File: src/rtl/spi_pkg.sv
// spi_pkg: shared state encoding and constants for the SPI master transmitter.
// Build option: define SPI_TX_LATCH_PULSE_EN to add the LATCH state.
// LATCH sends one extra sclk pulse with ss high after each frame.
package spi_pkg;

  // Default generics for the transmitter.
  localparam int SPI_DEF_CLK_DIV = 4;
  localparam int SPI_DEF_DATA_W  = 8;

  // SPI mode 0: sclk idles low, data sampled on rising edge.
  localparam int SPI_CPOL = 0;
  localparam int SPI_CPHA = 0;

  // Derived line levels.
  localparam logic SPI_SCLK_IDLE = (SPI_CPOL != 0);
  localparam logic SPI_SS_IDLE   = 1'b1;

  // The half-period divider counts up to 255, so 8 bits are enough.
  localparam int SPI_DIV_W = 8;

  // Frame sequencer states.
  typedef enum logic [2:0] {
    ST_IDLE  = 3'd0,
    ST_LEAD  = 3'd1,
    ST_SHIFT = 3'd2,
    ST_TRAIL = 3'd3
`ifdef SPI_TX_LATCH_PULSE_EN
    , ST_LATCH = 3'd4
`endif
  } spi_state_e;

endpackage

File: src/rtl/spi_clk_div.sv
// spi_clk_div: half-period tick generator for the SPI master.
// The counter runs 0..CLK_DIV-1 while enabled and emits a one-cycle tick on
// the terminal count. A synchronous clear puts the count back to 0, so every
// state starts a full half-period. No free-running divider is used.
module spi_clk_div
  import spi_pkg::*;
#(
  parameter int CLK_DIV = SPI_DEF_CLK_DIV
) (
  input  logic clk,
  input  logic rst,
  input  logic i_en,
  input  logic i_clr,
  output logic o_tick
);

  localparam logic [SPI_DIV_W-1:0] TERM = SPI_DIV_W'(CLK_DIV - 1);

  logic [SPI_DIV_W-1:0] r_cnt;
  logic                 w_term;

  assign w_term = (r_cnt == TERM);
  assign o_tick = i_en & w_term;

  // Half-period counter. Reset or clear wins; otherwise wrap at the terminal count.
  always_ff @(posedge clk) begin
    if (rst || i_clr) begin
      r_cnt <= '0;
    end else if (i_en) begin
      if (w_term) begin
        r_cnt <= '0;
      end else begin
        r_cnt <= r_cnt + 1'b1;
      end
    end
  end

endmodule

File: src/rtl/spi_master_tx.sv
// spi_master_tx: single-word SPI master transmitter (mode 0, MSB first).
// Frame: LEAD (ss low, sclk low), SHIFT (2*DATA_W half-periods starting
// high), TRAIL (sclk low, ss low), then back to IDLE with a done pulse.
// Build option: define SPI_TX_LATCH_PULSE_EN to add a LATCH state after
// TRAIL. LATCH raises ss, then sends one sclk pulse so the slave can capture
// its parallel output. done is then raised on LATCH -> IDLE.
module spi_master_tx
  import spi_pkg::*;
#(
  parameter int CLK_DIV = SPI_DEF_CLK_DIV,  // clk cycles per sclk half-period, 1..255
  parameter int DATA_W  = SPI_DEF_DATA_W
) (
  input  logic              clk,
  input  logic              rst,
  input  logic [DATA_W-1:0] tx_data,
  input  logic              tx_valid,
  output logic              tx_ready,
  output logic              sclk,
  output logic              ss,
  output logic              mosi,
  output logic              busy,
  output logic              done
);

  // Half-period index inside SHIFT/LATCH. Wide enough for 2*DATA_W.
  localparam int HALF_W = $clog2(2 * DATA_W + 1);
  localparam logic [HALF_W-1:0] LAST_HALF = HALF_W'(2 * DATA_W - 1);
  // Half that ends with the final falling edge. mosi holds here, it does not shift.
  localparam logic [HALF_W-1:0] LAST_FALL = HALF_W'(2 * DATA_W - 2);
  // CPHA=0: data moves on the edge that leaves sclk's active (high) level.
  localparam logic SHIFT_ON_FALL = (SPI_CPHA == 0);
`ifdef SPI_TX_LATCH_PULSE_EN
  // LATCH is three half-periods: low (settle after ss rise), high, low.
  localparam logic [HALF_W-1:0] LATCH_LAST = HALF_W'(2);
`endif

  spi_state_e        r_state;
  spi_state_e        w_state_next;
  logic              w_tick;
  logic              w_clr;
  logic              w_en;
  logic              w_ready;
  logic              w_ss;
  logic              r_sclk;
  logic              r_done;
  logic [DATA_W-1:0] r_shift;
  logic [HALF_W-1:0] r_half;

  // The divider runs only inside a frame and restarts on every state change.
  assign w_en  = (r_state != ST_IDLE);
  assign w_clr = (w_state_next != r_state);

  spi_clk_div #(
    .CLK_DIV (CLK_DIV)
  ) u_clk_div (
    .clk    (clk),
    .rst    (rst),
    .i_en   (w_en),
    .i_clr  (w_clr),
    .o_tick (w_tick)
  );

  // State register. Reset returns to IDLE from anywhere and overrides tx_valid.
  always_ff @(posedge clk) begin
    if (rst) begin
      r_state <= ST_IDLE;
    end else begin
      r_state <= w_state_next;
    end
  end

  // Next-state logic. tx_valid is only looked at in IDLE, so there is no queuing.
  always_comb begin
    w_state_next = r_state;
    case (r_state)
      ST_IDLE: begin
        if (tx_valid) begin
          w_state_next = ST_LEAD;
        end
      end
      ST_LEAD: begin
        if (w_tick) begin
          w_state_next = ST_SHIFT;
        end
      end
      ST_SHIFT: begin
        if (w_tick && (r_half == LAST_HALF)) begin
          w_state_next = ST_TRAIL;
        end
      end
      ST_TRAIL: begin
        if (w_tick) begin
`ifdef SPI_TX_LATCH_PULSE_EN
          w_state_next = ST_LATCH;
`else
          w_state_next = ST_IDLE;
`endif
        end
      end
`ifdef SPI_TX_LATCH_PULSE_EN
      ST_LATCH: begin
        if (w_tick && (r_half == LATCH_LAST)) begin
          w_state_next = ST_IDLE;
        end
      end
`endif
      default: begin
        w_state_next = ST_IDLE;
      end
    endcase
  end

  // State-decoded outputs: ready only in IDLE, ss active across LEAD/SHIFT/TRAIL.
  always_comb begin
    w_ready = 1'b0;
    w_ss    = SPI_SS_IDLE;
    case (r_state)
      ST_IDLE: begin
        w_ready = 1'b1;
      end
      ST_LEAD, ST_SHIFT, ST_TRAIL: begin
        w_ss = ~SPI_SS_IDLE;
      end
      default: begin
        w_ss = SPI_SS_IDLE;
      end
    endcase
  end

  // Serial datapath: load on accept, toggle sclk on ticks, shift on falling edges.
  always_ff @(posedge clk) begin
    if (rst) begin
      r_sclk  <= SPI_SCLK_IDLE;
      r_shift <= '0;
      r_half  <= '0;
      r_done  <= 1'b0;
    end else begin
      r_done <= 1'b0;
      case (r_state)
        ST_IDLE: begin
          if (tx_valid) begin
            r_shift <= tx_data;
            r_sclk  <= SPI_SCLK_IDLE;
            r_half  <= '0;
          end
        end
        ST_LEAD: begin
          // First sclk edge of the frame is a rising edge.
          if (w_tick) begin
            r_sclk <= ~SPI_SCLK_IDLE;
            r_half <= '0;
          end
        end
        ST_SHIFT: begin
          if (w_tick) begin
            if (r_half == LAST_HALF) begin
              r_sclk <= SPI_SCLK_IDLE;
              r_half <= '0;
            end else begin
              r_sclk <= ~r_sclk;
              r_half <= r_half + 1'b1;
              // Do not shift on the last fall, so mosi holds bit 0 through TRAIL.
              if ((r_sclk == SHIFT_ON_FALL) && (r_half != LAST_FALL)) begin
                r_shift <= r_shift << 1;
              end
            end
          end
        end
        ST_TRAIL: begin
          if (w_tick) begin
            r_shift <= '0;
            r_half  <= '0;
`ifndef SPI_TX_LATCH_PULSE_EN
            r_done  <= 1'b1;
`endif
          end
        end
`ifdef SPI_TX_LATCH_PULSE_EN
        ST_LATCH: begin
          if (w_tick) begin
            if (r_half == LATCH_LAST) begin
              r_done <= 1'b1;
              r_half <= '0;
              r_sclk <= SPI_SCLK_IDLE;
            end else begin
              r_half <= r_half + 1'b1;
              r_sclk <= (r_half == '0) ? ~SPI_SCLK_IDLE : SPI_SCLK_IDLE;
            end
          end
        end
`endif
        default: begin
          r_half <= '0;
        end
      endcase
    end
  end

  assign tx_ready = w_ready;
  assign busy     = ~w_ready;
  assign ss       = w_ss;
  assign sclk     = r_sclk;
  assign mosi     = r_shift[DATA_W-1];
  assign done     = r_done;

endmodule

File: config.mk
export PLATFORM = sky130hd
export DESIGN_NAME = spi_master_tx
export DESIGN_NICKNAME = d
export VERILOG_FILES = /design/src/rtl/spi_pkg.sv /design/src/rtl/spi_clk_div.sv /design/src/rtl/spi_master_tx.sv
export SDC_FILE = /design/constraint.sdc
export NUM_CORES = 1
export LEC_CHECK = 0
export BUFFER_PORTS_ARGS = -buffer_cell sky130_fd_sc_hd__buf_2
export CELL_PAD_IN_SITES_DETAIL_PLACEMENT = 1
export CELL_PAD_IN_SITES_GLOBAL_PLACEMENT = 1
export CORE_UTILIZATION = 46
export CTS_CLUSTER_SIZE = 14
export DETAILED_ROUTE_END_ITERATION = 8
export PLACE_DENSITY_LB_ADDON = 0.1
export SETUP_SLACK_MARGIN = 0.2
export SKIP_LAST_GASP = 1
export SYNTH_ARGS = -nofsm -noshare
export SYNTH_HDL_FRONTEND = slang
export SYNTH_HIERARCHICAL = 1
export SYNTH_SLANG_ARGS = --single-unit
export TNS_END_PERCENT = 30
File: constraint.sdc
create_clock -name clk -period 6.3 [get_ports clk]
set_input_delay 1.26 -clock clk [delete_from_list [all_inputs] [get_ports clk]]
set_output_delay 1.26 -clock clk [all_outputs]
set_load 0.05 [all_outputs]
==> results of run 1 <==
placed cells by master (no fill, tap or decap), drive strengths merged, types with 2 or more instances in the layout:
| cell type | count |
|---|---|
| o31ai | 2 |
| ha | 3 |
| buf | 16 |
| dfxtp | 26 |
| nand3 | 3 |
| xnor2 | 3 |
| inv | 3 |
| nor2 | 8 |
| mux2i | 8 |
| nand2 | 4 |
| a21oi | 14 |
| or3 | 12 |
| clkbuf | 3 |
| or3b | 2 |
| nor2b | 6 |
| nor4 | 2 |
| nand4 | 5 |
| and2b | 3 |
| o21ai | 13 |
| xor2 | 5 |
| nor3 | 8 |
| nor3b | 3 |
state kept, by name (all words and copies together) (netlist names):
name             count
sclk                 1
r_half               5
r_shift              8
r_state              3
u_clk_div/r_cnt      8
done                 1
through the flow:
stage	utilization, %	worst slack, ps	cell area [µm²]	power, mW
2_1_floorplan	-	3020	1410	0.203
3_3_place_gp	51.7	3020	1460	0.210
3_5_place_dp	51.7	2710	1460	0.211
4_1_cts	53.6	2640	1520	0.326
5_1_grt	53.6	2190	1520	0.339
6_report	53.6	2610	1520	0.323
final cells by class:
| class | instances | area, µm² | share of cell area [%] |
|---|---|---|---|
| clock buffer | 3 | 22.5 | 1.49 |
| clock inverter | 1 | 30.0 | 1.98 |
| timing repair buffer | 16 | 80.1 | 5.28 |
| tap | 31 | 38.8 | 2.56 |
| multi-input combinational | 120 | 812 | 53.6 |
| sequential | 26 | 520 | 34.4 |
| inverter | 3 | 11.3 | 0.743 |
synthesized netlist by cell type, types with 3 or more instances:
master,instances
dfxtp_1,26
a21oi_1,14
o21ai_0,12
or3_1,12
mux2i_1,8
nor2_1,8
nor3_1,8
nor2b_1,6
nand4_1,5
xor2_1,5
nand2_1,4
and2b_1,3
buf_2,3
clkbuf_1,3
ha_1,3
inv_1,3
nand3_1,3
nor3b_1,3
xnor2_1,3
path summary, 6_finish.rpt:
kind	startpoint	endpoint	slack, ps	cells past startpoint
setup / recovery	r_state[0]$_SDFF_PP0_	u_clk_div/r_cnt[2]$_SDFFE_PP0P_	2610	8
hold / removal	r_shift[0]$_SDFFE_PP0P_	r_shift[0]$_SDFFE_PP0P_	480	2
setup reg to reg	r_state[0]$_SDFF_PP0_	u_clk_div/r_cnt[2]$_SDFFE_PP0P_	2610	8
hold reg to reg	r_shift[0]$_SDFFE_PP0P_	r_shift[0]$_SDFFE_PP0P_	480	2
critical path, cell delays in order (launching register included):
cell and delay [ps]:
dfxtp_1 690, or3_1 400, nand2_1 230, nor4_1 830, nand2_1 160, o311ai_0 830
nor2_1 190, o41ai_4 140, nor2_1 100
routing by layer:
layer	vias up	GRT usage [%]
li1	596	-
met1	566	29.0
met2	15	37.0
met3	2	2.04
met4	0	9.06
met5	-	0
power by group through the flow:
stage	clock, mW	sequential (mW)	combinational, mW
2_1_floorplan	0	0.177	0.0263
3_3_place_gp	0	0.177	0.0330
3_5_place_dp	0	0.177	0.0341
4_1_cts	0.118	0.174	0.0343
5_1_grt	0.127	0.174	0.0378
6_report	0.116	0.174	0.0340
cell families after synthesis:
logic type               after synthesis  synth area share, %
other                                  1                0.265
AND/OR/NAND/NOR                       62                 26.4
adder cells (fa/ha/maj)                3                 2.66
XOR/XNOR                               8                 4.96
flip-flops                            26                 36.8
AO/OA/AOI/OAI                         38                 17.5
buffers and inverters                 15                 5.75
multiplexers                           8                 5.66
==> metrics.log, run 1 <==
[metrics] worst slew slack as a fraction of its limit: a little under a third
[metrics] Clock Skew: approximately 11 ps
[metrics] category of the critical setup timing path: register to register
[metrics] hold violation count in the final report: 0
[metrics] number of distinct library cell variants in the gate-level netlist after synthesis: 44
[metrics] drt first-iter violations: 32
[metrics] Detailed Route WL: 3210 µm
[metrics] floorplan core area: 2830 µm²
[metrics] leakage power: roughly 0.55 nW
[metrics] DR WL met3: between 60 and 70 µm
[metrics] routability congestion estimate from global placement: 0.810
[metrics] Clk network pwr share: approximately 36%
[metrics] Num Clock Sinks: 26
[metrics] maximum vdd drop: ~120 µV
[metrics] yosys synthesis warning count: 6
[metrics] maximum number of pins on one net before global-route repair: 21
[metrics] number of H-tree levels: 1
[metrics] Die Footprint: 3300 µm²
[metrics] number of cells in the finished layout apart from fillers: 200
[metrics] Die Ht: ~57 µm
[metrics] library cell with the largest summed area after synthesis: dfxtp_1
[metrics] top cells by area in the synthesized netlist: dfxtp_1, mux2i_1, or3_1, a21oi_1, o21ai_0
[metrics] arrival time of data at the critical path endpoint: 3900 ps
[metrics] number of slew-limit violations in the final report: 0
[metrics] highest metal used: met4
[metrics] fraction of the cycle the final worst path needs: between 50% and 60%
[metrics] number of synthesized flops with an enable pin: 0
[metrics] initial antenna violation count: 0
[metrics] post-synthesis instance area: 1410 µm²
[metrics] share of post-route cells with drive strength above 1: between 10% and 20%
[metrics] initial core utilization: around half
[metrics] quantity of hold-fixing buffers added after cts: 0
[metrics] filler cell count in the final layout: 341
[metrics] DR pass1 iterations: 6
[metrics] total routing usage reported by global routing: between 20% and 30%
[metrics] Post-layout nets: 184
[metrics] TritonCTS Buffers: 3
[metrics] Yosys top cell area share: a little under two fifths
[metrics] post-CTS setup buffer count: 0
[metrics] clk buf depth: 2
[metrics] Cell Int Power: about 250 µW
[metrics] DR WL met2: 1630 µm
[metrics] overflow left after global routing: 0
[metrics] number of antenna-violating nets in the routed design: 0
[metrics] Combinational Power Share: about a tenth
[metrics] total number of placement rows: 19
[metrics] Worst-path clk slew: roughly 150 ps
[metrics] post-DR vias/cell: 5.90
[metrics] status: finished with violations
[metrics] Seq cells post-synth: 26
[metrics] worst hold margin: 483 ps
[metrics] # diodes: 0
[metrics] failing checks: design-rule violations
[metrics] average wire length per cell after detail routing: ~16 µm
[metrics] RSZ-0062 raised after global routing: false
[metrics] hpwl dp: around 2400 µm
[metrics] syn avg cell area: slightly below 9 µm²
[metrics] Post-Syn Nets: about 180
[metrics] Async SR Flop Fraction: 0%
[metrics] routed metal-1 wirelength: between 1000 and 1500 µm
[metrics] max_cap viols: 0
[metrics] setup violation total in the final timing report: 0
[metrics] routed via count: around 1,200
[metrics] signed area change from the synthesized netlist to the final layout: 7.17%
[metrics] buffer cell driving the clock tree root: clkbuf_4
[metrics] dpl cells: between 150 and 200
[metrics] portion of total power attributed to sequential cells: 53.7%
[metrics] slew of the pin with the lowest slew margin: between 1000 and 1500 ps
[metrics] sum of negative setup slack: 0 ps
[metrics] clk_lat worst skew: between 300 and 400 ps
[metrics] Min Clock Period, post-route: ~3700 ps
[metrics] CP Launch Type: register
[metrics] global-route wire length before repair: ~5600 µm
[metrics] most instantiated flip-flop cell in the synthesis netlist: dfxtp_1
[metrics] register area share after synthesis: ~37%
[metrics] data required time of the worst path: roughly 6500 ps
[metrics] Mapped Cells: ~160
[metrics] Switching Power: between 70 and 80 µW
[metrics] crit end category: register
[metrics] io pins: 17
[metrics] horizontal die dimension: between 50 and 60 µm
[metrics] number of global-route vias before repair: 1,229
[metrics] count of buffers from port buffering: 16
[metrics] detailed-route DRC error count: 1
[metrics] Net Sw Frac: approximately a quarter
[metrics] fmax: roughly 270 MHz
[metrics] number of cells upsized or downsized after cts: 0
[metrics] CTS tree: built
[metrics] worst min-delay path category: register to register
[metrics] worst-path maximum fanout: 18
[metrics] Power Density: around 210 nW/µm²
No activity file was read; power rests on OpenSTA's default activity.
==> run 2: changes to the inputs <==
--- a/config.mk
+++ b/config.mk
@@ -5,10 +5,11 @@
 export SDC_FILE = /design/constraint.sdc
 export NUM_CORES = 1
 export LEC_CHECK = 0
+export ABC_AREA = 1
 export BUFFER_PORTS_ARGS = -buffer_cell sky130_fd_sc_hd__buf_2
 export CELL_PAD_IN_SITES_DETAIL_PLACEMENT = 1
 export CELL_PAD_IN_SITES_GLOBAL_PLACEMENT = 1
-export CORE_UTILIZATION = 46
+export CORE_UTILIZATION = 40
 export CTS_CLUSTER_SIZE = 14
 export DETAILED_ROUTE_END_ITERATION = 8
 export PLACE_DENSITY_LB_ADDON = 0.1
==> constraint.sdc (replaced) <==
create_clock -name clk -period 3.9 [get_ports clk]
set_input_delay 0.78 -clock clk [delete_from_list [all_inputs] [get_ports clk]]
set_output_delay 0.78 -clock clk [all_outputs]
set_load 0.05 [all_outputs]
==> run 2 against run 1 <==
Against the previous run:
- the run now ends clean
- via count rose by 11%
- largest power group unchanged
- cell area grew 3.6%
- combinational power grew to 2.5 times the previous value
- critical path type is now register to primary output
- critical path depth fell by 3
- clock-buffer cell count did not move
- non-clock buffer count unchanged
- register-to-register slack got worse by 1100 ps
- worst hold slack lost 7.4 ps
==> metrics.log, run 2 <==
[metrics] cell types with the highest counts after synthesis: nand2_1, nor2_1, dfxtp_1
[metrics] average wire length per cell after detail routing: 12.9 µm (-20%)
[metrics] fin util: 46.7% (-6.9 points)
[metrics] routed via count: 1,310 (+11%)
[metrics] hpwl dp: 2550 µm (+7.3%)
[metrics] global-route wire length before repair: 5470 µm (-2.8%)
[metrics] max_cap viols: 0 (unchanged)
[metrics] detailed-route DRC error count: 0 (-1)
[metrics] registers with the most flip-flops: r_shift (8), u_clk_div/r_cnt (8), r_half (5)
[metrics] worst slew slack as a fraction of its limit: 62.6% (+32 points)
[metrics] clk_lat worst skew: 340 ps (about the same)
[metrics] crit end category: primary output
[metrics] number of distinct library cell variants in the gate-level netlist after synthesis: 29 (-34%)
[metrics] CTS tree: built
[metrics] routability congestion estimate from global placement: 0.834 (+3.0%)
[metrics] Async SR Flop Fraction: 0% (unchanged)
[metrics] Worst-path clk slew: 150 ps (about the same)
[metrics] Die Ht: 61.5 µm (+7.0%)
[metrics] horizontal die dimension: 61.5 µm (+7.0%)
[metrics] total number of placement rows: 21 (+2)
[metrics] hold violation count in the final report: 0 (unchanged)
[metrics] worst min-delay path category: register to register
[metrics] RSZ-0062 raised after global routing: false
[metrics] most instantiated flip-flop cell in the synthesis netlist: dfxtp_1
[metrics] Post-layout nets: 233 (+27%)
[metrics] sum of negative setup slack: 0 ps (unchanged)
[metrics] clk buf depth: 2 (unchanged)
[metrics] Detailed Route WL: 3390 µm (+5.6%)
[metrics] Die Footprint: 3780 µm² (+14%)
[metrics] number of H-tree levels: 1 (unchanged)
[metrics] TritonCTS Buffers: 3 (unchanged)
[metrics] Power Density: 361 nW/µm² (+69%)
[metrics] setup violation total in the final timing report: 0 (unchanged)
[metrics] DR pass1 iterations: 4 (-2)
[metrics] initial core utilization: 42.0% (-7.9 points)
[metrics] share of post-route cells with drive strength above 1: 19.3% (+4.5 points)
[metrics] top cells by area in the synthesized netlist: dfxtp_1, nand2_1, nor2_1, inv_1, a22oi_1
[metrics] post-DR vias/cell: 4.96 (-16%)
[metrics] maximum vdd drop: 119 µV (+2.0%)
[metrics] fraction of the cycle the final worst path needs: between 60% and 70%
[metrics] maximum number of pins on one net before global-route repair: 17 (-19%)
[metrics] slew of the pin with the lowest slew margin: 561 ps (-467 ps)
[metrics] number of antenna-violating nets in the routed design: 0 (unchanged)
[metrics] Min Clock Period, post-route: 2430 ps
[metrics] yosys synthesis warning count: 6 (unchanged)
[metrics] pre-CTS setup slack: 1510 ps (-1210 ps)
[metrics] data required time of the worst path: 3120 ps (-3390 ps)
[metrics] number of global-route vias before repair: 1,229 (unchanged)
[metrics] initial antenna violation count: 0 (unchanged)
[metrics] Seq cells post-synth: 26 (unchanged)
[metrics] worst setup slack after layout: 1470 ps (-1140 ps)
[metrics] signed area change from the synthesized netlist to the final layout: 11.0%
[metrics] Num Clock Sinks: 26 (unchanged)
[metrics] quantity of hold-fixing buffers added after cts: 0 (unchanged)
[metrics] count of buffers from port buffering: 16 (unchanged)
[metrics] leakage power: 0.683 nW (+24%)
[metrics] most frequent standard cell in the layout excluding fill and tap cells: nand2_1
[metrics] number of synthesized flops with an enable pin: 0 (unchanged)
[metrics] total routing usage reported by global routing: 19.7% (-2.4 points)
[metrics] # diodes: 0 (unchanged)
[metrics] number of slew-limit violations in the final report: 0 (unchanged)
[metrics] worst hold margin: 476 ps (-7.38 ps)
[metrics] category of the critical setup timing path: register to primary output
[metrics] drt first-iter violations: 60 (+88%)
[metrics] fmax: a little over 400 MHz
[metrics] Yosys top cell area share: 36.8% (unchanged)
[metrics] Post-Syn Nets: 217 (+24%)
[metrics] io pins: 17 (unchanged)
[metrics] commonest cells after routing, fill and taps aside: nand2_1, nor2_1, dfxtp_1
[metrics] status: completed
[metrics] number of cells upsized or downsized after cts: 0 (unchanged)
[metrics] library cell with the largest summed area after synthesis: dfxtp_1
[metrics] buffer cell driving the clock tree root: clkbuf_4
[metrics] post-synthesis instance area: 1410 µm² (unchanged)
[metrics] register area share after synthesis: 36.8% (unchanged)
[metrics] worst-path maximum fanout: 11 (-7)
[metrics] floorplan core area: 3360 µm² (+19%)
[metrics] post-CTS setup buffer count: 0 (unchanged)
[metrics] dominant cell by count in the synthesized netlist: nand2_1
[metrics] syn avg cell area: 6.96 µm² (-21%)
[metrics] Mapped Cells: 203 (+26%)
[metrics] CP Launch Type: register
[metrics] arrival time of data at the critical path endpoint: 1650 ps (-2250 ps)
[metrics] overflow left after global routing: 0 (unchanged)
[metrics] Clock Skew: 2.22 ps (-8.41 ps)
## run 2: cell families after synthesis
kind of cell	count (synthesis)	synth area share [%]
AOI/OAI and AO/OA	21	10.6
DFF	26	36.8
xor gates and xnor gates	5	3.10
muxes	1	0.708
other	1	0.265
buffers and inverters	26	8.05
adders and majority gates	3	2.66
and+or+nand+nor	120	37.8
## run 2: final timing paths
path / from / to / slack, ps / cells past startpoint
min: r_half[4]$_SDFFE_PP0P_ / r_half[4]$_SDFFE_PP0P_ / 480 / 2
min reg2reg: r_half[4]$_SDFFE_PP0P_ / r_half[4]$_SDFFE_PP0P_ / 480 / 2
max reg2reg: r_state[0]$_SDFF_PP0_ / r_shift[2]$_SDFFE_PP0P_ / 1480 / 15
max: r_state[2]$_SDFF_PP0_ / ss / 1470 / 5
## run 2: per-layer routing
metal / global-route usage, % / up-vias / routed length (µm)
met3: 2.52 / 4 / 74
met1: 25.7 / 623 / 1600
met4: 6.67 / 0 / 31
met5: 0 / - / 0
li1: - / 667 / -
met2: 33.5 / 16 / 1690
## run 2: cell type report
cell class,instances,area [µm²]
timing repair buffer,16,80.1
fill,456,1790
multi-input combinational,151,779
clock inverter,1,30.0
inverter,21,78.8
sequential,26,520
clock buffer,3,22.5
tap,46,57.6
## run 2: critical path, stage by stage, from the launching register on
cell and delay (ps):
dfxtp_1 480, inv_2 50, nand2_2 230, nand2_2 130, inv_1 140, buf_2 280
## run 2: power by group
| part | internal (mW) | total (mW) | switching, mW |
|---|---|---|---|
| combinational | 0.0283 | 0.0860 | 0.0577 |
| sequential | 0.277 | 0.286 | 0.00859 |
| clock | 0.104 | 0.195 | 0.0910 |
| total | 0.410 | 0.567 | 0.157 |
## run 2: per-stage QoR
step | cell area (µm²) | instances | power (mW)
CTS | 1570 | 264 | 0.572
global route | 1570 | 264 | 0.592
global placement | 1520 | 260 | 0.373
floorplan | 1410 | 203 | 0.357
detailed placement | 1520 | 260 | 0.378
finish | 1570 | 264 | 0.567
==> run 3: changes to the inputs <==
--- a/config.mk
+++ b/config.mk
@@ -9,7 +9,7 @@
 export BUFFER_PORTS_ARGS = -buffer_cell sky130_fd_sc_hd__buf_2
 export CELL_PAD_IN_SITES_DETAIL_PLACEMENT = 1
 export CELL_PAD_IN_SITES_GLOBAL_PLACEMENT = 1
-export CORE_UTILIZATION = 40
+export CORE_UTILIZATION = 37
 export CTS_CLUSTER_SIZE = 14
 export DETAILED_ROUTE_END_ITERATION = 8
 export PLACE_DENSITY_LB_ADDON = 0.1
==> constraint.sdc (replaced) <==
create_clock -name clk -period 2.2 [get_ports clk]
set_input_delay 0.44 -clock clk [delete_from_list [all_inputs] [get_ports clk]]
set_output_delay 0.44 -clock clk [all_outputs]
set_load 0.05 [all_outputs]
==> run 3 against run 2 <==
Against the previous run:
- setup slack got worse by 1200 ps
- global-route usage is 1.8 points lower
- flip-flop and latch count unchanged
- power increased by 80%
- worst hold slack worse by 53 ps
- highest routed layer unchanged
- cell count grew 5.3%
- critical endpoint is now r_shift[3]$_SDFFE_PP0P_
- wire length increased by 4.3%
- clock power increased by 62%
- first-iteration DRC count fell by 38%
- critical path type is now register to register
- register-to-register slack worse by 1200 ps
- die area increased by 7.8%
==> metrics.log, run 3 (synthesis results as in run 2) <==
[metrics] DR pass1 iterations: 4 (unchanged)
[metrics] Die Footprint: 4070 µm² (+7.8%)
[metrics] # diodes: 0 (unchanged)
[metrics] Num Clock Sinks: 26 (unchanged)
[metrics] number of H-tree levels: 1 (unchanged)
[metrics] maximum number of pins on one net before global-route repair: 17 (unchanged)
[metrics] fin util: 48.2% (+1.6 points)
[metrics] routability congestion estimate from global placement: 0.854 (+2.5%)
[metrics] status: completed
[metrics] worst-path maximum fanout: 8 (-3)
[metrics] initial antenna violation count: 0 (unchanged)
[metrics] number of global-route vias before repair: 1,371 (+12%)
[metrics] Clock Skew: 3.03 ps (+0.816 ps)
[metrics] max_cap viols: 0 (unchanged)
[metrics] Min Clock Period, post-route: roughly 2000 ps
[metrics] sum of negative setup slack: 0 ps (unchanged)
[metrics] data required time of the worst path: 2370 ps (-750 ps)
[metrics] fmax: between 500 and 600 MHz
[metrics] largest stage delay on the critical path: 400 ps (-80 ps)
[metrics] clk buf depth: 2 (unchanged)
[metrics] total routing usage reported by global routing: 17.8% (-1.8 points)
[metrics] Power Density: 578 nW/µm² (+60%)
[metrics] number of antenna-violating nets in the routed design: 0 (unchanged)
[metrics] quantity of hold-fixing buffers added after cts: 0 (unchanged)
[metrics] setup violation total in the final timing report: 0 (unchanged)
[metrics] buffer cell driving the clock tree root: clkbuf_8
[metrics] signed area change from the synthesized netlist to the final layout: 24.9%
[metrics] post-DR vias/cell: 4.77 (-3.9%)
[metrics] drt first-iter violations: 37 (-38%)
[metrics] arrival time of data at the critical path endpoint: 2130 ps (+480 ps)
[metrics] commonest cells after routing, fill and taps aside: nand2_1, nor2_1, dfxtp_1
[metrics] routed via count: 1,325 (+1.1%)
[metrics] fraction of the cycle the final worst path needs: 89.0%
[metrics] clk_lat worst skew: 270 ps (-70 ps)
[metrics] initial core utilization: 38.6% (-3.4 points)
[metrics] overflow left after global routing: 0 (unchanged)
[metrics] Post-layout nets: 245 (+5.2%)
[metrics] total number of placement rows: 22 (+4.8%)
[metrics] count of buffers from port buffering: 16 (unchanged)
[metrics] RSZ-0062 raised after global routing: false
[metrics] registers with the most flip-flops: r_shift (8), u_clk_div/r_cnt (8), r_half (5)
[metrics] share of post-route cells with drive strength above 1: 30.9% (+12 points)
[metrics] maximum vdd drop: 251 µV (+110%)
[metrics] floorplan core area: 3660 µm² (+8.9%)
[metrics] Die Ht: 63.8 µm (+3.8%)
[metrics] horizontal die dimension: 63.8 µm (+3.8%)
[metrics] detailed-route DRC error count: 0 (unchanged)
[metrics] number of slew-limit violations in the final report: 0 (unchanged)
[metrics] Overall Power: 1.02 mW (+80%)
[metrics] category of the critical setup timing path: register to register
[metrics] hpwl dp: 2530 µm (-0.78%)
[metrics] Detailed Route WL: 3540 µm (+4.3%)
[metrics] io pins: 17 (unchanged)
[metrics] leakage power: 0.760 nW (+11%)
[metrics] CTS tree: built
[metrics] average wire length per cell after detail routing: 12.7 µm (-0.92%)
[metrics] hold violation count in the final report: 0 (unchanged)
[metrics] Slowest cell on crit path: dfxtp_1
[metrics] most common cell type on the critical path: nand2_2
[metrics] global-route wire length before repair: 5820 µm (+6.3%)
[metrics] Worst-path clk slew: 90 ps (-60 ps)
[metrics] ordered list of cells on the worst path: ha_2, inv_1, nor2_1, nand2_1, nor2_4, inv_4, nand2_4, nand2_2, nand2_2, nand2_2, nor2_4, buf_12, nand2_2, nand2_2, nor2_1
[metrics] TritonCTS Buffers: 3 (unchanged)
[metrics] most frequent standard cell in the layout excluding fill and tap cells: nand2_1
[metrics] crit end category: register
[metrics] worst min-delay path category: input pin to register
[metrics] CP Launch Type: register
-- run 3: cell count changes in the layout (fill, tap and decap cells not counted), sizes merged --
| cell | change |
|---|---|
| buf | +11 |
| clkbuf | +2 |
| bufinv | -1 |
-- run 3: where the power goes --
part,leakage [nW],internal (mW),total (mW),switching [mW]
Clock,0.0288,0.160,0.316,0.156
Combinational,0.517,0.0807,0.200,0.119
Sequential,0.214,0.490,0.504,0.0138
Total,0.760,0.731,1.02,0.289
-- run 3: cell type report --
cell class,instances,area [µm²]
fillers,491,1900
multi-input cells,151,838
flip-flops and latches,26,531
repair buffers,28,200
inverters,21,81.3
well taps,48,60.1
clock buffers,4,55.1
-- run 3: path summary, 6_finish.rpt --
path	slack, ps	end	depth (start not counted)	from
max	240	r_shift[3]$_SDFFE_PP0P_	15	u_clk_div/r_cnt[1]$_SDFFE_PP0P_
min reg2reg	470	r_half[4]$_SDFFE_PP0P_	2	r_half[4]$_SDFFE_PP0P_
max reg2reg	240	r_shift[3]$_SDFFE_PP0P_	15	u_clk_div/r_cnt[1]$_SDFFE_PP0P_
min	420	r_state[1]$_SDFF_PP0_	2	rst
-- run 3: per-stage QoR --
step / hold slack [ps] / area, µm² / std cells / setup slack (ps)
after floorplan: 436 / 1430 / 203 / 230
after global placement: 448 / 1560 / 265 / 193
after detailed placement: 465 / 1560 / 265 / 36.5
after CTS: 425 / 1640 / 270 / 209
after global routing: 424 / 1770 / 278 / 147
final: 423 / 1770 / 278 / 242
-- run 3: metal layers --
metal | GRT usage (%) | wire (µm)
met1 | 20.8 | 1560
met2 | 33.6 | 1860
met3 | 1.61 | 67
met4 | 5.97 | 50
met5 | 0 | 0
-- run 3: critical path: cells and delay by family (launching register included) --
family | cells | cell delay [ps]
buffers and inverters | 3 | 260
adders and majority gates | 1 | 220
and+or+nand+nor | 11 | 970
DFF | 1 | 400
-- run 3: timing repair --
action	4_1_cts	5_1_grt
endpoints found under the setup margin	8	14
gates cloned	0	1
pin swaps	1	9
gates resized for setup	3	19
buffers inserted	1	7
